==> config.mk <==
export PLATFORM = sky130hd
export DESIGN_NAME = fft_iter_ctrl
export DESIGN_NICKNAME = d
export VERILOG_FILES = /design/src/rtl/fft_iter_ctrl_pkg.sv /design/src/rtl/fft_iter_ctrl_addr_gen.sv /design/src/rtl/fft_iter_ctrl.sv
export SDC_FILE = /design/constraint.sdc
export NUM_CORES = 1
export LEC_CHECK = 0
export BUFFER_PORTS_ARGS = -buffer_cell sky130_fd_sc_hd__buf_2
export CORE_MARGIN = 3
export CORE_UTILIZATION = 25
export CTS_CLUSTER_DIAMETER = 60
export DETAILED_ROUTE_END_ITERATION = 8
export HOLD_SLACK_MARGIN = 0.08
export PLACE_DENSITY_LB_ADDON = 0.12
export SLEW_MARGIN = 10
export SYNTH_ARGS = -nofsm -noshare
export SYNTH_HDL_FRONTEND = slang
export SYNTH_SLANG_ARGS = --single-unit
==> constraint.sdc <==
create_clock -name CLK -period 3.4 [get_ports CLK]
set_input_delay 0.34 -clock CLK [delete_from_list [all_inputs] [get_ports CLK]]
set_output_delay 0.34 -clock CLK [all_outputs]
set_load 0.02 [all_outputs]
==> src/rtl/fft_iter_ctrl_pkg.sv <==
// Shared types and constants for the iterative radix-2 DIT FFT sequencing controller.
package fft_iter_ctrl_pkg;

   localparam int STAGE_W = 4;

   typedef enum logic [1:0] {
      ST_IDLE  = 2'd0,
      ST_RUN   = 2'd1,
      ST_DRAIN = 2'd2,
      ST_DONE  = 2'd3
   } state_e;

   function automatic int fft_points(input int awl);
      return 1 << awl;
   endfunction

endpackage

==> src/rtl/fft_iter_ctrl_addr_gen.sv <==
// Butterfly address generator: maps {stage, k} to operand addresses and twiddle index.
// Purely combinational so the twiddle-ROM and bit-reverse checkers can reuse it.
module fft_addr_gen
   import fft_iter_ctrl_pkg::*;
#(
   parameter int AWL = 8
) (
   input  logic [STAGE_W-1:0] stage_i,
   input  logic [AWL-2:0]     k_i,
   output logic [AWL-1:0]     a_addr_o,
   output logic [AWL-1:0]     b_addr_o,
   output logic [AWL-2:0]     w_addr_o
);

   logic [AWL-1:0]     k_ext;
   logic [AWL-1:0]     half;
   logic [AWL-1:0]     low_mask;
   logic [STAGE_W-1:0] w_shift;

   // NOTE: every signal gets a value on every path through always_comb, otherwise a latch is inferred.
   always_comb begin
      k_ext    = {1'b0, k_i};
      half     = AWL'(1) << stage_i;
      low_mask = half - AWL'(1);
      w_shift  = STAGE_W'(AWL - 1) - stage_i;
      // Open a zero at bit s: keep the low s bits, move the rest up one position.
      a_addr_o = ((k_ext & ~low_mask) << 1) | (k_ext & low_mask);
      b_addr_o = a_addr_o | half;
      w_addr_o = (k_i & low_mask[AWL-2:0]) << w_shift;
   end

endmodule

==> src/rtl/fft_iter_ctrl.sv <==
// Stage/butterfly sequencer for the in-place radix-2 FFT: issues reads, delays them into
// write-backs, and drains the datapath between stages so no stage reads an in-flight location.
module fft_iter_ctrl
   import fft_iter_ctrl_pkg::*;
#(
   parameter int AWL     = 8,
   parameter int BUT_LAT = 4
) (
   input  logic               CLK,
   input  logic               RST,
   input  logic               EN,
   input  logic               START,
   output logic               o_RD_EN,
   output logic [AWL-1:0]     o_A_ADDR,
   output logic [AWL-1:0]     o_B_ADDR,
   output logic [AWL-2:0]     o_W_ADDR,
   output logic               o_WR_EN,
   output logic [AWL-1:0]     o_WA_ADDR,
   output logic [AWL-1:0]     o_WB_ADDR,
   output logic [STAGE_W-1:0] o_STAGE,
   output logic               o_RAM_BLOCK,
   output logic               o_DONE
);

   localparam int KW     = AWL - 1;
   localparam int HALF_N = fft_points(AWL) / 2;
   localparam int DCW    = $clog2(BUT_LAT + 1);

   localparam logic [KW-1:0]      K_LAST = KW'(HALF_N - 1);
   localparam logic [STAGE_W-1:0] S_LAST = STAGE_W'(AWL - 1);
   localparam logic [DCW-1:0]     D_LAST = DCW'(BUT_LAT - 1);

   typedef struct packed {
      logic           valid;
      logic [AWL-1:0] a;
      logic [AWL-1:0] b;
   } wb_t;

   state_e             state_q;
   logic [STAGE_W-1:0] stage_q;
   logic [KW-1:0]      k_q;
   logic [DCW-1:0]     drain_q;

   logic               rd_en;
   logic [AWL-1:0]     gen_a, gen_b;
   logic [AWL-2:0]     gen_w;
   wb_t                pipe_in;
   wb_t                pipe_q [BUT_LAT];

   // NOTE: state registers use non-blocking assignments so every flop samples pre-edge values.
   always_ff @(posedge CLK or negedge RST) begin
      if (!RST) begin
         state_q <= ST_IDLE;
         stage_q <= '0;
         k_q     <= '0;
         drain_q <= '0;
      end else if (EN) begin
         case (state_q)
            ST_IDLE: begin
               if (START) begin
                  state_q <= ST_RUN;
                  stage_q <= '0;
                  k_q     <= '0;
               end
            end
            ST_RUN: begin
               if (k_q == K_LAST) begin
                  state_q <= ST_DRAIN;
                  drain_q <= '0;
               end else begin
                  k_q <= k_q + KW'(1);
               end
            end
            ST_DRAIN: begin
               if (drain_q != D_LAST) begin
                  drain_q <= drain_q + DCW'(1);
               end else if (stage_q == S_LAST) begin
                  state_q <= ST_DONE;
               end else begin
                  state_q <= ST_RUN;
                  stage_q <= stage_q + STAGE_W'(1);
                  k_q     <= '0;
               end
            end
            default: begin
               state_q <= ST_IDLE;
               stage_q <= '0;
            end
         endcase
      end
   end

   fft_addr_gen #(.AWL(AWL)) u_addr_gen (
      .stage_i  (stage_q),
      .k_i      (k_q),
      .a_addr_o (gen_a),
      .b_addr_o (gen_b),
      .w_addr_o (gen_w)
   );

   assign rd_en   = (state_q == ST_RUN);
   assign pipe_in = '{valid: rd_en, a: o_A_ADDR, b: o_B_ADDR};

   // NOTE: the delay line is reset, not left as plain storage, because its valid bits are live
   // write strobes and an abort must discard anything still in flight.
   for (genvar i = 0; i < BUT_LAT; i++) begin : g_dly
      if (i == 0) begin : g_head
         always_ff @(posedge CLK or negedge RST) begin
            if (!RST)    pipe_q[i] <= '0;
            else if (EN) pipe_q[i] <= pipe_in;
         end
      end else begin : g_tail
         always_ff @(posedge CLK or negedge RST) begin
            if (!RST)    pipe_q[i] <= '0;
            else if (EN) pipe_q[i] <= pipe_q[i-1];
         end
      end
   end

   assign o_RD_EN     = rd_en;
   assign o_A_ADDR    = rd_en ? gen_a : '0;
   assign o_B_ADDR    = rd_en ? gen_b : '0;
   assign o_W_ADDR    = rd_en ? gen_w : '0;
   assign o_WR_EN     = pipe_q[BUT_LAT-1].valid;
   assign o_WA_ADDR   = pipe_q[BUT_LAT-1].a;
   assign o_WB_ADDR   = pipe_q[BUT_LAT-1].b;
   assign o_STAGE     = stage_q;
   assign o_RAM_BLOCK = (state_q != ST_IDLE);
   assign o_DONE      = (state_q == ST_DONE);

endmodule

== Word level (Yosys, flattened, before mapping) ==
Cells that the tools add are included.
Storage, ports and cells
  register bits after elaboration: 84
  input bits: 4
  output and inout bits: 47
  logic and storage cells: 70
Cells by class
  add/sub/neg operators: 5
  equality and inequality tests: 12
  shifts and indexed selects: 2
  multiplexer cells: 20
  bitwise logic cells: 7
  reduce and logical (&&, ||, !) cells: 8
Operator list (number)
  two-way mux 7 bit: 5
  one-hot mux 7 bit (3 select lines): 1
  two-way mux 8 bit: 2
  bitwise OR 8 bit: 2
  AND 7 bit: 2
  two-way mux 4 bit: 3
  one-hot mux 4 bit (3 select lines): 1
  inequality test 2 bit, second input constant: 5
  AND 7 x 8 -> 8 bit: 1
  two-way mux 2 bit: 4
  AND reduction 4 bit: 2
  left shift 1 x 4 -> 8 bit, first input constant: 1
  subtractor 8 x 1 -> 8 bit, second input constant: 1
  adder 7 x 1 -> 7 bit, second input constant: 1
  == test 7 bit, second input constant: 1
  inverter 7 bit: 1
  left shift 7 x 4 -> 7 bit: 1
  two-way mux 3 bit: 2
  one-hot mux 2 bit (3 select lines): 1
  one-hot mux 3 bit (2 select lines): 1
  AND reduction 6 bit: 1
  AND reduction 5 bit: 1
  adder 4 x 1 -> 4 bit, second input constant: 1
  == test 2 bit, second input constant: 2
  other kinds (10): 11

== Logic depth before layout (Yosys ltp) ==
Gate-level depths: netlist (run 1).
  depth after elaboration: 7
  gate-level depth with buffers: 13
  gate-level depth less buffers: 10

== Cells and area by module ==
A second synthesis (run 1) with hierarchy kept.
Unflattened totals
  cells, all modules: 395
  area, all modules: 4380.5 µm²
By module, submodules not included
  fft_iter_ctrl: times used 1, cells each 292, area each 3766.1 µm², seq. area each 2102.0 µm²
  fft_addr_gen: times used 1, cells each 103, area each 614.3 µm², seq. area each 0.0 µm²

== Worst setup path before layout (run 1) ==
Ideal clock, no wire load.
  path kind: register to output
  start: register stage_q[1] (netlist: o_STAGE[1])
  end: output o_W_ADDR[4]
  arrival: 3.300 ns
  data required time: 3.060 ns
  setup slack: -0.240 ns
  stages on the path, launching flop included: 13
  path buffers: 3
  cells stage by stage: dfrtp_1 clkbuf_1 inv_1 ha_1 buf_6 or3b_2 ha_1 buf_2 nand2b_4 mux2_4 o31ai_4 nand4_1 a311oi_1
Between the ends
  word-level cells in the longest chain between the ends: 5
  elaborated cells between the ends (all ways): 6
  those cells by class: 2 x add/sub; 2 x shift; 1 x mux; 1 x bitwise
Ends and longest elaborated chain
  start: declaration: RTL line fft_iter_ctrl.sv:40  | logic [STAGE_W-1:0] stage_q;
  start signal: assignment: RTL line fft_iter_ctrl.sv:81  | stage_q <= stage_q + STAGE_W'(1);
  left shift 1 x 4 -> 8 bit: RTL line fft_iter_ctrl_addr_gen.sv:23  | half = AWL'(1) << stage_i;
  subtractor 8 x 1 -> 8 bit: RTL line fft_iter_ctrl_addr_gen.sv:24  | low_mask = half - AWL'(1);
  AND 7 bit: RTL line fft_iter_ctrl_addr_gen.sv:29  | w_addr_o = (k_i & low_mask[AWL-2:0]) << w_shift;
  left shift 7 x 4 -> 7 bit *: RTL line fft_iter_ctrl_addr_gen.sv:29
  two-way mux 7 bit *: RTL line fft_iter_ctrl.sv:123  | assign o_W_ADDR = rd_en ? gen_w : '0;
  end: declaration: RTL line fft_iter_ctrl.sv:16  | output logic [AWL-2:0] o_W_ADDR,
Every way passes the cells marked *; elsewhere a longest branch is shown, timed or not.

== Final worst setup path (run 1) ==
  start: register stage_q[0] (netlist: o_STAGE[0])
  end: output o_W_ADDR[5]
The elaborated chain is that of the path after synthesis.

==> results by group, run 1 <==
Timing
  • Max Freq: 312 MHz
  • Final setup fails: 0
  • Period utilization: 94.2%
  • Slew @ Worst Pin: 0.582 ns
  • Max-slew violations: 0
  • Slew HR: 61.2%
  • TNS Setup: 0 ns
  • Setup ws final: 0.196 ns
  • Final worst path period need: 3.20 ns
  • RSZ-0062 raised after global routing: false
  • Hold WS: 0.320 ns
  • Worst Clk Skew: 0.00680 ns
  • Final Hold Viols: 0

Setup path
  • R2r setup slk: 0.96 ns
  • FF-to-FF path depth: 10
  • RR Startpoint: o_STAGE[0]$_DFFE_PN0P_
  • CP Max Fanout: 8
  • Worst-path cell chain: inv_1 > ha_1 > or3b_4 > ha_4 > nand2b_4 > mux2_4 > o31ai_4 > nand4_1 > o2111ai_1 > buf_2
  • Startpoint Class: flop
  • CP max stage cell: or3b_4
  • Critical Path RT: 3.06 ns
  • Largest stage delay on the critical path: 0.42 ns
  • CP Capture Type: output pin
  • Arr. time, crit path: 2.86 ns
  • WS Path Type: reg -> out
  • FF-to-FF End: pipe_q[64]$_DFFE_PN0P_

Pwr
  • Worst VDD drop: 0.335 mV
  • Logic pwr share: 43.5%
  • Sequential group share of total power: 36.6%
  • Int Power: 2.78 mW
  • Clock Power Share: 19.9%
  • Switching Fraction: 40.0%
  • PD cells: 911 mW/mm²
  • Power Total: 4.62 mW
  • Sw Pwr: 1.85 mW
  • Leakage power: 2.19 nW

Route
  • Post-route DRC: 0
  • Vias: 2,973
  • WL/cell: 16.1 µm
  • Post-Route WL: 10,500 µm
  • Drt pass-1 iters: 4
  • Post-DR vias/cell: 4.57
  • Antenna Nets Post-Route: 0
  • Drt initial violations: 105

Final layout
  • Final #Nets: 439
  • Cell area after layout: 0.00507 mm²
  • Share of cells above drive strength 1: 38.8%
  • Area growth syn-to-layout: 16.1%
  • Antenna diodes: 0

Synth
  • Post-synth EDFFs: 0
  • Syn avg cell area: 11.2 µm²
  • Seq/Total Area, Yosys: 48.1%
  • Async S/R FF share, synth: 100%
  • Xor/xnor share of the synthesized area: 0.401%
  • Synthesized-area fraction occupied by adder cells: 2.86%
  • Seq cells post-synth: 84
  • Synthesized net count: 406
  • Netlist cell types: 60
  • Synth Cell Area: 0.00437 mm²
  • Mux cell area share after synthesis: 17.4%
  • Post-synthesis simple-gate area fraction: 10.6%
  • Compound-Gate Fraction of Synth Area: 12.8%
  • Yosys warns: 0
  • Cell count after synthesis: 392
  • Largest family of logic cells by synthesized area: multiplexers
  • Most common flop cell mapped by yosys: dfrtp_1

Hold path
  • Worst hold stages: 2
  • Worst Hold Class: in -> reg
  • Hold endpoint: state_q[0]$_DFFE_PN0P_
  • Hold Crit Start: EN

Clocking
  • CTS tree: done
  • Worst-path clk slew: 0.06 ns
  • CTS root buf: clkbuf_16
  • Sink Count: 84
  • Max Root-Sink Buffers: 2
  • TritonCTS buffer count: 9
  • Insertion delay to the later sink of the worst-skew pair: 0.34 ns
  • H-tree Lvls: 3

Floorplan
  • Top Ports: 51
  • FP Rows: 47
  • DIE AREA: 0.0191 mm²
  • DIE HEIGHT: 138 µm
  • Die width: 138 µm
  • Starting density of the core: 26.0%
  • Core region area: 0.0168 mm²

Place
  • GP Congestion: 0.789
  • Placed Area: 0.00476 mm²
  • Pre-CTS WS: 0.282 ns
  • Port bufs: 50
  • Hpwl dp: 7450 µm

Run status
  • Status: completed

GRT
  • GRT Util Overall: 11.4%
  • Vias in the first global route: 3,053
  • Largest net degree at the start of global routing: 72
  • Global-route wire length before repair: 17,400 µm
  • Antenna violations before repair: 0
  • Grt total ovfl: 0

Job
  • Max_cap viols: 0
==> what timing repair did <==
item                                    CTS  global route
gates resized for setup                   3             3
hold buffers                              1             0
pin swaps                                 0             2
buffers inserted                          0             0
hold endpoints to repair                 42             0
endpoints found under the setup margin    2             3
==> sequential cells by signal (all words and copies together), names as in the netlist <==
register,count
o_WB_ADDR,8
drain_q,3
pipe_q,51
k_q,7
o_STAGE,4
state_q,2
o_WA_ADDR,8
o_WR_EN,1
==> logic make-up after synthesis <==
family | count (synthesis)
fa+ha+maj | 10
buf+inv | 65
flops | 84
simple gates | 88
compound gates | 76
xor+xnor | 2
mux | 67
==> cell usage in the layout (no fill, tap or decap), types with 2 or more instances in the layout <==
master	n
nor4_1	2
xor2_1	2
o221ai_2	2
nor2b_1	3
nor2_1	18
nor3b_1	2
o211ai_1	4
nor3_1	5
ha_2	2
dfrtp_1	84
a21oi_1	13
inv_1	20
clkbuf_16	9
o21bai_1	5
ha_1	7
o31ai_1	4
o22ai_1	4
nand3_1	8
mux2_4	2
nand2b_1	6
a31o_2	2
nand2_1	24
buf_4	16
or2_2	3
inv_6	3
o21ai_0	15
a31oi_1	6
nand4_1	4
buf_2	48
a22o_1	7
mux2_2	64
==> metrics by stage <==
| step | utilization (%) | instances |
|---|---|---|
| global placement | 28.3 | 633 |
| floorplan | - | 392 |
| global route | 30.2 | 650 |
| detailed placement | 28.3 | 633 |
| CTS | 30.1 | 650 |
| finish | 30.2 | 650 |
==> worst max-delay path, delay by kind of cell (launching register included) <==
family,cells,cell delay [ns]
adders and majority gates,2,0.38
muxes,1,0.31
and+or+nand+nor,3,0.64
buffers and inverters,2,0.30
DFF,1,0.37
AOI/OAI and AO/OA,2,0.51
==> cell type report <==
cell class | count | area [µm²]
fill | 1779 | 11700
sequential | 84 | 2100
multi-input combinational | 243 | 1950
timing repair buffer | 66 | 390
tap | 220 | 275
clock buffer | 10 | 229
inverter | 21 | 78.8
clock inverter | 6 | 47.5
==> worst max path at each step <==
stage	from	to	cells after the start
global route	o_STAGE[0]$_DFFE_PN0P_	o_W_ADDR[5]	10
CTS	o_STAGE[0]$_DFFE_PN0P_	o_W_ADDR[4]	10
floorplan	o_STAGE[1]$_DFFE_PN0P_	o_W_ADDR[4]	12
detailed placement	o_STAGE[0]$_DFFE_PN0P_	o_W_ADDR[4]	10
global placement	o_STAGE[0]$_DFFE_PN0P_	o_W_ADDR[4]	10
finish	o_STAGE[0]$_DFFE_PN0P_	o_W_ADDR[5]	10
==> cell usage after synthesis, types with 2 or more instances <==
| library cell | count | area [µm²] |
|---|---|---|
| nand2_1 | 24 | 90.1 |
| mux2_2 | 64 | 721 |
| mux2_4 | 2 | 30.0 |
| nand3_1 | 8 | 40.0 |
| nor3b_1 | 2 | 15.0 |
| o21ai_0 | 16 | 80.1 |
| nand4_1 | 4 | 25.0 |
| o22ai_1 | 4 | 25.0 |
| a22o_1 | 7 | 61.3 |
| buf_4 | 19 | 143 |
| buf_6 | 2 | 22.5 |
| dfrtp_1 | 84 | 2100 |
| o21bai_1 | 5 | 37.5 |
| a31oi_1 | 6 | 37.5 |
| xor2_1 | 2 | 17.5 |
| o221ai_2 | 2 | 30.0 |
| nand2b_1 | 6 | 37.5 |
| buf_2 | 11 | 55.1 |
| ha_1 | 10 | 125 |
| nor3_1 | 5 | 25.0 |
| o211ai_1 | 4 | 30.0 |
| nor2b_1 | 3 | 18.8 |
| clkbuf_1 | 8 | 30.0 |
| inv_1 | 20 | 75.1 |
| buf_1 | 3 | 11.3 |
| or2_2 | 3 | 18.8 |
| a31o_2 | 2 | 17.5 |
| nor4_1 | 2 | 12.5 |
| nor2_1 | 18 | 67.6 |
| o31ai_1 | 4 | 30.0 |
| a21oi_1 | 13 | 65.1 |
==> metal layers <==
metal,global-route usage [%],up-vias,routed length [µm]
met3,3.45,6,383
li1,-,1437,-
met1,15.5,1482,5080
met4,2.76,0,97
met2,17.8,48,4900
met5,0,-,0
==> power by group through the flow <==
| stage | sequential (mW) | combinational (mW) | clock, mW |
|---|---|---|---|
| 2_1_floorplan | 1.62 | 1.55 | 0 |
| 3_3_place_gp | 1.71 | 2.01 | 0 |
| 3_5_place_dp | 1.72 | 2.02 | 0 |
| 4_1_cts | 1.70 | 2.05 | 0.968 |
| 5_1_grt | 1.77 | 2.20 | 1.00 |
| 6_report | 1.69 | 2.01 | 0.919 |
Power figures use the tool's default switching activity.
==> run 2, diff against run 1 <==
Settings changed: MAX_ROUTING_LAYER set to met4.
==> results by group, run 2 (synthesized netlist as in run 1, its figures left out) <==
Timing
  • Max Freq: 311 MHz
  • Setup ws final: 0.188 ns
  • Slew @ Worst Pin: 0.590 ns
  • Final Hold Viols: 0
  • Max-slew violations: 0
  • RSZ-0062 raised after global routing: false
  • Final setup fails: 0
  • Worst Clk Skew: 0.00551 ns
  • Slew HR: 60.7%
  • Hold WS: 0.319 ns
  • Period utilization: 94.5%
  • Final worst path period need: 3.21 ns

Floorplan
  • FP Rows: 47
  • Die width: 138 µm
  • Starting density of the core: 26.0%
  • Core region area: 0.0168 mm²
  • Top Ports: 51
  • DIE AREA: 0.0191 mm²
  • DIE HEIGHT: 138 µm

Clocking
  • H-tree Lvls: 3
  • Sink Count: 84
  • CTS tree: done
  • TritonCTS buffer count: 9
  • Post-CTS setup buffers: 0
  • Worst-path clk slew: 0.06 ns
  • CTS root buf: clkbuf_16
  • Max Root-Sink Buffers: 2
  • Insertion delay to the later sink of the worst-skew pair: 0.34 ns

Final layout
  • Area growth syn-to-layout: 16.1%
  • Most common cell after layout, fill and taps aside: dfrtp_1
  • Multi-input gate area: 0.00195 mm²
  • Cell area after layout: 0.00507 mm²
  • Largest reg by FF count: pipe_q
  • Commonest non-fill, non-tap cells in the layout: dfrtp_1 (84), mux2_2 (64), buf_2 (48)
  • Antenna diodes: 0
  • Final #Nets: 439
  • Fillers: 1,779
  • Register area: 0.00210 mm²
  • Max FFs per register: 51
  • Share of cells above drive strength 1: 38.8%
  • Layout Utilization: 30.2%

Setup path
  • Arr. time, crit path: 2.87 ns
  • FF-to-FF path depth: 10
  • Critical Path RT: 3.06 ns
  • Startpoint Class: flop
  • CP Depth: 10
  • WP buf/inv: 2
  • CP top delay family: simple AND/OR/NAND/NOR gates
  • Worst-path cell chain: inv_1 > ha_1 > or3b_4 > ha_4 > nand2b_4 > mux2_4 > o31ai_4 > nand4_1 > a311oi_2 > buf_4
  • CP Capture Type: output pin
  • CP Max Fanout: 8
  • CP max stage cell: or3b_4
  • WS Path Type: reg -> out
  • Largest stage delay on the critical path: 0.42 ns

GRT
  • Antenna violations before repair: 0
  • Vias in the first global route: 3,049
  • Grt total ovfl: 0
  • Largest net degree at the start of global routing: 72
  • GRT Util Overall: 11.7%
  • Global-route wire length before repair: 17,400 µm

Route
  • Drt pass-1 iters: 4
  • Met3 Routed Length: 392 µm
  • DR WL met2: 4860 µm
  • Post-route DRC: 0
  • Met1 Wirelength: 5100 µm
  • Uppermost layer routed: met4
  • Post-Route WL: 10,400 µm
  • Antenna Nets Post-Route: 0
  • Drt initial violations: 98
  • WL/cell: 16.0 µm
  • Post-DR vias/cell: 4.59
  • Vias: 2,981

Pwr
  • Power Total: 4.63 mW
  • Worst VDD drop: 0.335 mV
  • Leakage power: 2.19 nW
  • PD cells: 912 mW/mm²

Run status
  • Status: completed

Place
  • Placed Area: 0.00476 mm²
  • Hpwl dp: 7450 µm
  • Pre-CTS WS: 0.282 ns
  • GP Congestion: 0.800
  • Port bufs: 50

Hold path
  • Worst hold stages: 2
  • Worst Hold Class: in -> reg

Job
  • Max_cap viols: 0
[run 2: worst paths after layout]
path                                   startpoint                       end  slack, ns
setup / recovery           o_STAGE[0]$_DFFE_PN0P_               o_W_ADDR[4]       0.19
hold / removal                                 EN    state_q[0]$_DFFE_PN0P_       0.32
setup reg to reg           o_STAGE[0]$_DFFE_PN0P_    pipe_q[64]$_DFFE_PN0P_       0.95
hold reg to reg            pipe_q[64]$_DFFE_PN0P_    pipe_q[64]$_DFFE_PN0P_       0.50
max in group asynchronous                     RST    o_STAGE[2]$_DFFE_PN0P_       2.13
min in group asynchronous                     RST  o_WA_ADDR[7]$_DFFE_PN0P_       0.54
[run 2: layer usage]
metal	track usage [%]	vias to the layer above
met5	-	-
met4	2.76	0
met3	3.45	5
met2	17.7	52
met1	15.5	1489
li1	-	1435
[run 2: stage by stage]
step                setup TNS, ns  instances
floorplan                 -0.0912        392
global placement                0        633
detailed placement              0        633
CTS                             0        650
global route                    0        650
finish                          0        650
[run 2: area by class of cell]
type                       count  area share (%)
clock inverter                 6           0.937
clock buffer                  10            4.51
sequential                    84            41.4
tap                          220            5.43
timing repair buffer          66            7.69
multi-input combinational    243            38.4
inverter                      21            1.55
[run 2: report_power, final]
group | internal, mW | switching (mW) | leakage [nW]
logic | 0.847 | 1.17 | 1.07
registers | 1.43 | 0.267 | 0.992
clock network | 0.503 | 0.415 | 0.134
total | 2.78 | 1.85 | 2.19
[run 2: repair_timing]
action	in CTS	in global routing
resized for setup	3	3
hold endpoints to repair	42	0
hold buffers	1	0
setup endpoints to repair	2	3
pin swaps	0	2
